[config.mk]
export PLATFORM = sky130hd
export DESIGN_NAME = wb_decoder2_flat
export DESIGN_NICKNAME = d
export VERILOG_FILES = /design/src/rtl/wb_decoder2_if.sv /design/src/rtl/wb_decoder2.sv /design/src/flat_wrapper.sv
export SDC_FILE = /design/constraint.sdc
export NUM_CORES = 1
export LEC_CHECK = 0
export CAP_MARGIN = 25
export CORE_AREA = 2 2 123 125
export DETAILED_ROUTE_END_ITERATION = 10
export DIE_AREA = 0 0 125 127
export PLACE_DENSITY_LB_ADDON = 0.15
export SYNTH_ARGS = -nofsm -noshare
export SYNTH_HDL_FRONTEND = slang
export SYNTH_SLANG_ARGS = --single-unit
[constraint.sdc]
create_clock -name clock -period 2.32 [get_ports clock]
set_input_delay 0.232 -clock clock [delete_from_list [all_inputs] [get_ports clock]]
set_output_delay 0.232 -clock clock [all_outputs]
set_load 0.01 [all_outputs]
[src/rtl/wb_decoder2_if.sv]
// Wishbone bus bundle used on the master-facing and slave-facing sides of wb_decoder2.
interface wb_decoder2_if #(
    parameter int unsigned addr_width = 32,
    parameter int unsigned data_width = 32
) ();
    logic [addr_width-1:0]   adr;
    logic [data_width-1:0]   datwr;
    logic [data_width-1:0]   datrd;
    logic                    we;
    logic [data_width/8-1:0] sel;
    logic                    stb;
    logic                    cyc;
    logic                    ack;

    modport master (
        output adr, datwr, we, sel, stb, cyc,
        input  datrd, ack
    );

    modport slave (
        input  adr, datwr, we, sel, stb, cyc,
        output datrd, ack
    );
endinterface

[src/rtl/wb_decoder2.sv]
// Registered 1-master / 2-slave Wishbone decoder with an ack watchdog.
// Slave 1 is the masked address window, slave 0 takes everything else.
module wb_decoder2 #(
    parameter int unsigned           addr_width     = 32,
    parameter int unsigned           data_width     = 32,
    parameter logic [addr_width-1:0] s1_base        = addr_width'(32'h8000_0000),
    parameter logic [addr_width-1:0] s1_mask        = addr_width'(32'hF000_0000),
    parameter int unsigned           timeout_cycles = 255,
    parameter logic [data_width-1:0] err_data       = data_width'(32'hDEAD_BEEF)
) (
    input  logic          clock,
    input  logic          reset,
    wb_decoder2_if.slave  wb,
    wb_decoder2_if.master s0,
    wb_decoder2_if.master s1,
    output logic          err_timeout
);
    localparam int unsigned cnt_w = $clog2(timeout_cycles + 1);
    localparam logic [cnt_w-1:0] cnt_last = cnt_w'(timeout_cycles - 1);

    typedef enum logic [1:0] {
        IDLE = 2'd0,
        BUSY = 2'd1,
        DONE = 2'd2
    } state_t;

    state_t                state_q, state_d;
    logic [cnt_w-1:0]      cnt_q, cnt_d;
    logic                  sel_q, sel_d;
    logic                  ack_q, ack_d;
    logic                  err_q, err_d;
    logic [data_width-1:0] datrd_q, datrd_d;

    logic                  req;
    logic                  hit_s1;
    logic                  strobe_en;
    logic                  slv_ack;
    logic [data_width-1:0] slv_datrd;

    always_comb begin
        req       = wb.cyc & wb.stb;
        hit_s1    = (wb.adr & s1_mask) == s1_base;
        strobe_en = (state_q == BUSY) & req;
        slv_ack   = sel_q ? s1.ack : s0.ack;
        slv_datrd = sel_q ? s1.datrd : s0.datrd;
    end

    assign s0.adr   = wb.adr;
    assign s0.datwr = wb.datwr;
    assign s0.we    = wb.we;
    assign s0.sel   = wb.sel;
    assign s1.adr   = wb.adr;
    assign s1.datwr = wb.datwr;
    assign s1.we    = wb.we;
    assign s1.sel   = wb.sel;

    // Strobes follow the live master request so an abort drops them in the same cycle.
    assign s0.cyc = strobe_en & ~sel_q;
    assign s0.stb = strobe_en & ~sel_q;
    assign s1.cyc = strobe_en & sel_q;
    assign s1.stb = strobe_en & sel_q;

    assign wb.ack      = ack_q;
    assign wb.datrd    = datrd_q;
    assign err_timeout = err_q;

    always_comb begin
        state_d = state_q;
        cnt_d   = cnt_q;
        sel_d   = sel_q;
        datrd_d = datrd_q;
        ack_d   = 1'b0;
        err_d   = 1'b0;
        unique case (state_q)
            IDLE: begin
                if (req) begin
                    sel_d   = hit_s1;
                    cnt_d   = '0;
                    state_d = BUSY;
                end
            end
            BUSY: begin
                // Priority: abort, then slave ack, then watchdog expiry.
                if (!req) begin
                    state_d = IDLE;
                end else if (slv_ack) begin
                    ack_d   = 1'b1;
                    if (!wb.we) datrd_d = slv_datrd;
                    state_d = DONE;
                end else if (cnt_q == cnt_last) begin
                    ack_d   = 1'b1;
                    err_d   = 1'b1;
                    if (!wb.we) datrd_d = err_data;
                    state_d = DONE;
                end else begin
                    cnt_d = cnt_q + 1'b1;
                end
            end
            DONE: begin
                state_d = IDLE;
            end
            default: begin
                state_d = IDLE;
            end
        endcase
    end

    always_ff @(posedge clock) begin
        if (!reset) begin
            state_q <= IDLE;
            cnt_q   <= '0;
            sel_q   <= 1'b0;
            ack_q   <= 1'b0;
            err_q   <= 1'b0;
            datrd_q <= '0;
        end else begin
            state_q <= state_d;
            cnt_q   <= cnt_d;
            sel_q   <= sel_d;
            ack_q   <= ack_d;
            err_q   <= err_d;
            datrd_q <= datrd_d;
        end
    end
endmodule

[src/flat_wrapper.sv]
// flat-port wrapper written by rule: the top's interface ports become plain ports
module wb_decoder2_flat 
#(
    parameter int unsigned           addr_width     = 32,
    parameter int unsigned           data_width     = 32,
    parameter logic [addr_width-1:0] s1_base        = addr_width'(32'h8000_0000),
    parameter logic [addr_width-1:0] s1_mask        = addr_width'(32'hF000_0000),
    parameter int unsigned           timeout_cycles = 255,
    parameter logic [data_width-1:0] err_data       = data_width'(32'hDEAD_BEEF)
)
  (clock, reset, err_timeout, wb_adr, wb_datwr, wb_we, wb_sel, wb_stb, wb_cyc, wb_datrd, wb_ack, s0_adr, s0_datwr, s0_we, s0_sel, s0_stb, s0_cyc, s0_datrd, s0_ack, s1_adr, s1_datwr, s1_we, s1_sel, s1_stb, s1_cyc, s1_datrd, s1_ack);
  wb_decoder2_if #(.addr_width(addr_width), .data_width(data_width)) wb_i ();
  wb_decoder2_if #(.addr_width(addr_width), .data_width(data_width)) s0_i ();
  wb_decoder2_if #(.addr_width(addr_width), .data_width(data_width)) s1_i ();
  input  logic clock;
  input  logic reset;
  output logic err_timeout;
  input wire logic [$bits(wb_i.adr)-1:0] wb_adr;
  input wire logic [$bits(wb_i.datwr)-1:0] wb_datwr;
  input wire logic [$bits(wb_i.we)-1:0] wb_we;
  input wire logic [$bits(wb_i.sel)-1:0] wb_sel;
  input wire logic [$bits(wb_i.stb)-1:0] wb_stb;
  input wire logic [$bits(wb_i.cyc)-1:0] wb_cyc;
  output wire logic [$bits(wb_i.datrd)-1:0] wb_datrd;
  output wire logic [$bits(wb_i.ack)-1:0] wb_ack;
  output wire logic [$bits(s0_i.adr)-1:0] s0_adr;
  output wire logic [$bits(s0_i.datwr)-1:0] s0_datwr;
  output wire logic [$bits(s0_i.we)-1:0] s0_we;
  output wire logic [$bits(s0_i.sel)-1:0] s0_sel;
  output wire logic [$bits(s0_i.stb)-1:0] s0_stb;
  output wire logic [$bits(s0_i.cyc)-1:0] s0_cyc;
  input wire logic [$bits(s0_i.datrd)-1:0] s0_datrd;
  input wire logic [$bits(s0_i.ack)-1:0] s0_ack;
  output wire logic [$bits(s1_i.adr)-1:0] s1_adr;
  output wire logic [$bits(s1_i.datwr)-1:0] s1_datwr;
  output wire logic [$bits(s1_i.we)-1:0] s1_we;
  output wire logic [$bits(s1_i.sel)-1:0] s1_sel;
  output wire logic [$bits(s1_i.stb)-1:0] s1_stb;
  output wire logic [$bits(s1_i.cyc)-1:0] s1_cyc;
  input wire logic [$bits(s1_i.datrd)-1:0] s1_datrd;
  input wire logic [$bits(s1_i.ack)-1:0] s1_ack;
  assign wb_i.adr = wb_adr;
  assign wb_i.datwr = wb_datwr;
  assign wb_i.we = wb_we;
  assign wb_i.sel = wb_sel;
  assign wb_i.stb = wb_stb;
  assign wb_i.cyc = wb_cyc;
  assign wb_datrd = wb_i.datrd;
  assign wb_ack = wb_i.ack;
  assign s0_adr = s0_i.adr;
  assign s0_datwr = s0_i.datwr;
  assign s0_we = s0_i.we;
  assign s0_sel = s0_i.sel;
  assign s0_stb = s0_i.stb;
  assign s0_cyc = s0_i.cyc;
  assign s0_i.datrd = s0_datrd;
  assign s0_i.ack = s0_ack;
  assign s1_adr = s1_i.adr;
  assign s1_datwr = s1_i.datwr;
  assign s1_we = s1_i.we;
  assign s1_sel = s1_i.sel;
  assign s1_stb = s1_i.stb;
  assign s1_cyc = s1_i.cyc;
  assign s1_i.datrd = s1_datrd;
  assign s1_i.ack = s1_ack;
  wb_decoder2 #(.addr_width(addr_width), .data_width(data_width), .s1_base(s1_base), .s1_mask(s1_mask), .timeout_cycles(timeout_cycles), .err_data(err_data)) u_core (.clock(clock), .reset(reset), .wb(wb_i), .s0(s0_i), .s1(s1_i), .err_timeout(err_timeout));
endmodule
==> impl_metrics.py <==
metrics = {
    "outcome": {
        "outcome": "complete, no violations",
    },
    "place": {
        "dpl.hpwl_mm": 8.00,
        "placement.io_buffers": 122,
        "placed_cells": 511,
        "globalplace.congestion": 0.798,
    },
    "layout": {
        "layout.nets": 475,
        "fill_cells": 1548,
        "final_core_util": 0.261,
        "syn_to_final_growth_pct": 15.0,
        "diodes": 0,
        "drive_gt1_frac": 0.164,
        "finalNonFillerCells": 519,
    },
    "sta": {
        "min_period_ns": 2.04,
        "slew_headroom": 0.789,
        "tightestPinTransition_ns": 0.312,
        "rsz_0062_raised_after_global_routing": "false",
        "fin_worst_skew_ns": 0.00293,
        "slew_viol_final": 0,
        "final_clock_period_utilization_by_the_worst_path": 0.880,
        "timing.setup.tns_ns": 0,
        "final_hold_viol_count": 0,
        "timing.final.setup_violations": 0,
        "timing.fmax_ghz": 0.490,
    },
    "synthesis": {
        "post-synth-top-area-cell": "sky130_fd_sc_hd__buf_4",
        "synth_edf_count": 0,
        "synth.distinct_cells": 49,
        "post_synth_instance_area_um2": 3280,
        "ys_warn_count": 0,
        "synth_largest_type_area_fraction": 0.327,
        "netlist_instances": 354,
        "most_common_cell_in_the_netlist": "sky130_fd_sc_hd__buf_4",
        "postSynthNetCount": 495,
        "top_cell_types_by_occurrence_after_synthesis": "sky130_fd_sc_hd__buf_4, sky130_fd_sc_hd__dfxtp_1, sky130_fd_sc_hd__a22o_1, sky130_fd_sc_hd__nand2_1",
        "synth_ff_type": "sky130_fd_sc_hd__dfxtp_1",
        "synth_async_sr_flop_share": 0,
        "synth.yosys.seq_area_share": 0.275,
        "avgSynthCellArea_um2": 9.26,
        "synth_area_leaders": "sky130_fd_sc_hd__buf_4, sky130_fd_sc_hd__dfxtp_1, sky130_fd_sc_hd__a22o_1",
        "yosys_register_bits": 45,
    },
    "clock_network": {
        "worst_setup_hold_path_clk_slew_ns": 0.06,
        "cts_htree_levels": 2,
        "post_cts_resized": 0,
        "max-clock-path-buffers": 2,
        "worstSkewPairLatency_ns": 0.28,
        "cts-buffers-inserted": 5,
        "cts.sink_count": 45,
        "post-cts-setup-buffer-count": 0,
        "tritoncts": "built",
        "cts_hold_buffers": 0,
        "clock_tree.root_cell": "sky130_fd_sc_hd__clkbuf_16",
    },
    "drt": {
        "num_vias": 2337,
        "routed_wirelength_normalized_by_instance_count_um": 19.4,
        "drt-initial-drc-count": 122,
        "post_dr_vias_cell": 4.50,
        "drc_errors": 0,
        "drt_pre_antenna_iters": 4,
        "final_antenna_net_count": 0,
        "totalWireLength_mm": 10.0,
    },
    "worst_setup_path": {
        "worstSetupStartpointType": "register",
        "critPathLaunch": "u_core.state_q[0]",
        "cp.arrival_ns": 1.81,
        "reg2reg_setup_slack_ns": 0.55,
        "endpoint": "s1_stb",
        "worstReg2RegEnd": "u_core.cnt_q[6]",
        "setup.worst_path.class": "register to output port",
        "r2r_cells": 6,
        "timing.rr.start": "u_core.cnt_q[0]",
        "worst_ep_required_time_ns": 2.09,
        "critical_path.endpoint_type": "output port",
        "cp_max_fo": 8,
    },
    "power": {
        "power_dens_cells_nw_per_um2": 456,
        "power.static_leakage_nw": 1.40,
        "peakVddDrop_mv": 0.241,
    },
    "global_routing": {
        "largest_net_degree_at_the_start_of_global_routing": 27,
        "initial_antenna_violation_count": 1,
        "grt_first_pass_wirelength_mm": 15.0,
        "number_of_global_route_vias_before_repair": 2406,
        "grt_overflow": 0,
        "track_usage": 0.121,
    },
    "die": {
        "die_y_um": 127,
        "initial_core_util": 0.227,
        "floorplan.die.width_um": 125,
        "die_area_um2": 15900,
        "io_pins": 315,
        "fp-row-count": 44,
        "floorplan.core_area_um2": 14400,
    },
    "worst_hold_path": {
        "hold_path_class": "primary input to register",
    },
    "flow_run": {
        "maxCapViolations": 0,
    },
}
[layout by cell type, fill, tap and decap left out, drive strengths merged, types with 3 or more instances in the layout]
| cell | Yosys | routed |
|---|---|---|
| clkdlybuf4s50 | 0 | 121 |
| mux2 | 9 | 9 |
| clkbuf | 10 | 6 |
| nand3 | 3 | 3 |
| a22o | 24 | 24 |
| and3 | 6 | 6 |
| nand4 | 10 | 10 |
| and2 | 3 | 3 |
| buf | 150 | 12 |
| nor2 | 9 | 9 |
| dfxtp | 45 | 45 |
| o221a | 24 | 24 |
| nand2 | 15 | 15 |
| o21ai | 15 | 15 |
[per-stage QoR]
stage	total power, mW	hold slack (ns)	instance area, um^2	worst slack, ns
global route	1.81	0.327	3770	0.191
finish	1.72	0.320	3770	0.278
CTS	1.75	0.324	3770	0.249
detailed placement	1.06	0.456	3630	0.287
floorplan	1.12	0.418	3280	0.674
global placement	1.06	0.452	3630	0.309
[cell type report]
| type | count | area, um^2 | area share |
|---|---|---|---|
| Timing Repair Buffer | 133 | 1300 | 0.345 |
| Sequential cell | 45 | 902 | 0.239 |
| Clock inverter | 2 | 10.0 | 0.00266 |
| Inverter | 2 | 7.51 | 0.00199 |
| Tap cell | 184 | 230 | 0.0611 |
| Clock buffer | 6 | 129 | 0.0342 |
| Multi-Input combinational cell | 147 | 1190 | 0.316 |
[flip-flops by register name, summed over array words and instances, names as in the netlist]
signal              count
u_core.cnt_q            8
u_core.err_timeout      1
u_core.sel_q            1
u_core.state_q          2
u_core.wb.ack           1
u_core.wb.datrd        32
[how the worst min path moves through the flow]
stage | start | end | slack [ns] | depth (start not counted)
after floorplan | wb_adr[29] | u_core.sel_q | 0.42 | 3
after detailed placement | u_core.wb.datrd[22] | u_core.wb.datrd[22] | 0.46 | 2
after CTS | reset | u_core.wb.datrd[6] | 0.32 | 2
final | reset | u_core.wb.datrd[6] | 0.32 | 2
after global placement | u_core.wb.datrd[22] | u_core.wb.datrd[22] | 0.45 | 2
after global routing | reset | u_core.wb.datrd[12] | 0.33 | 2
[critical path, cell delays in order (launching register included)]
cell and delay [ns]:
sky130_fd_sc_hd__dfxtp_1 0.45, sky130_fd_sc_hd__and4b_1 0.36, sky130_fd_sc_hd__and2_2 0.19, sky130_fd_sc_hd__clkdlybuf4s50_1 0.53
[kinds of logic (layout without fill, tap and decap cells)]
kind of cell    after synthesis  count (layout)  share of synthesized area
compound gates               78              78                      0.215
mux                          10              10                     0.0389
flops                        45              45                      0.275
buf+inv                     162             143                      0.362
fa+ha+maj                     2               2                    0.00763
simple gates                 57              57                      0.102
[per-layer routing]
| layer | global-route usage | vias to the layer above | wire [um] |
|---|---|---|---|
| li1 | - | 1082 | - |
| met1 | 0.126 | 1050 | 3560 |
| met2 | 0.214 | 174 | 5050 |
| met3 | 0.0544 | 31 | 1120 |
| met4 | 0.0510 | 0 | 315 |
| met5 | 0 | - | 0 |
[report_power, final]
part	switching (mW)	internal, mW	total, mW
clock	0.284	0.396	0.679
combinational	0.0868	0.170	0.256
sequential	0.00405	0.777	0.782
total	0.375	1.34	1.72
No activity file was read; power rests on OpenSTA's default activity.
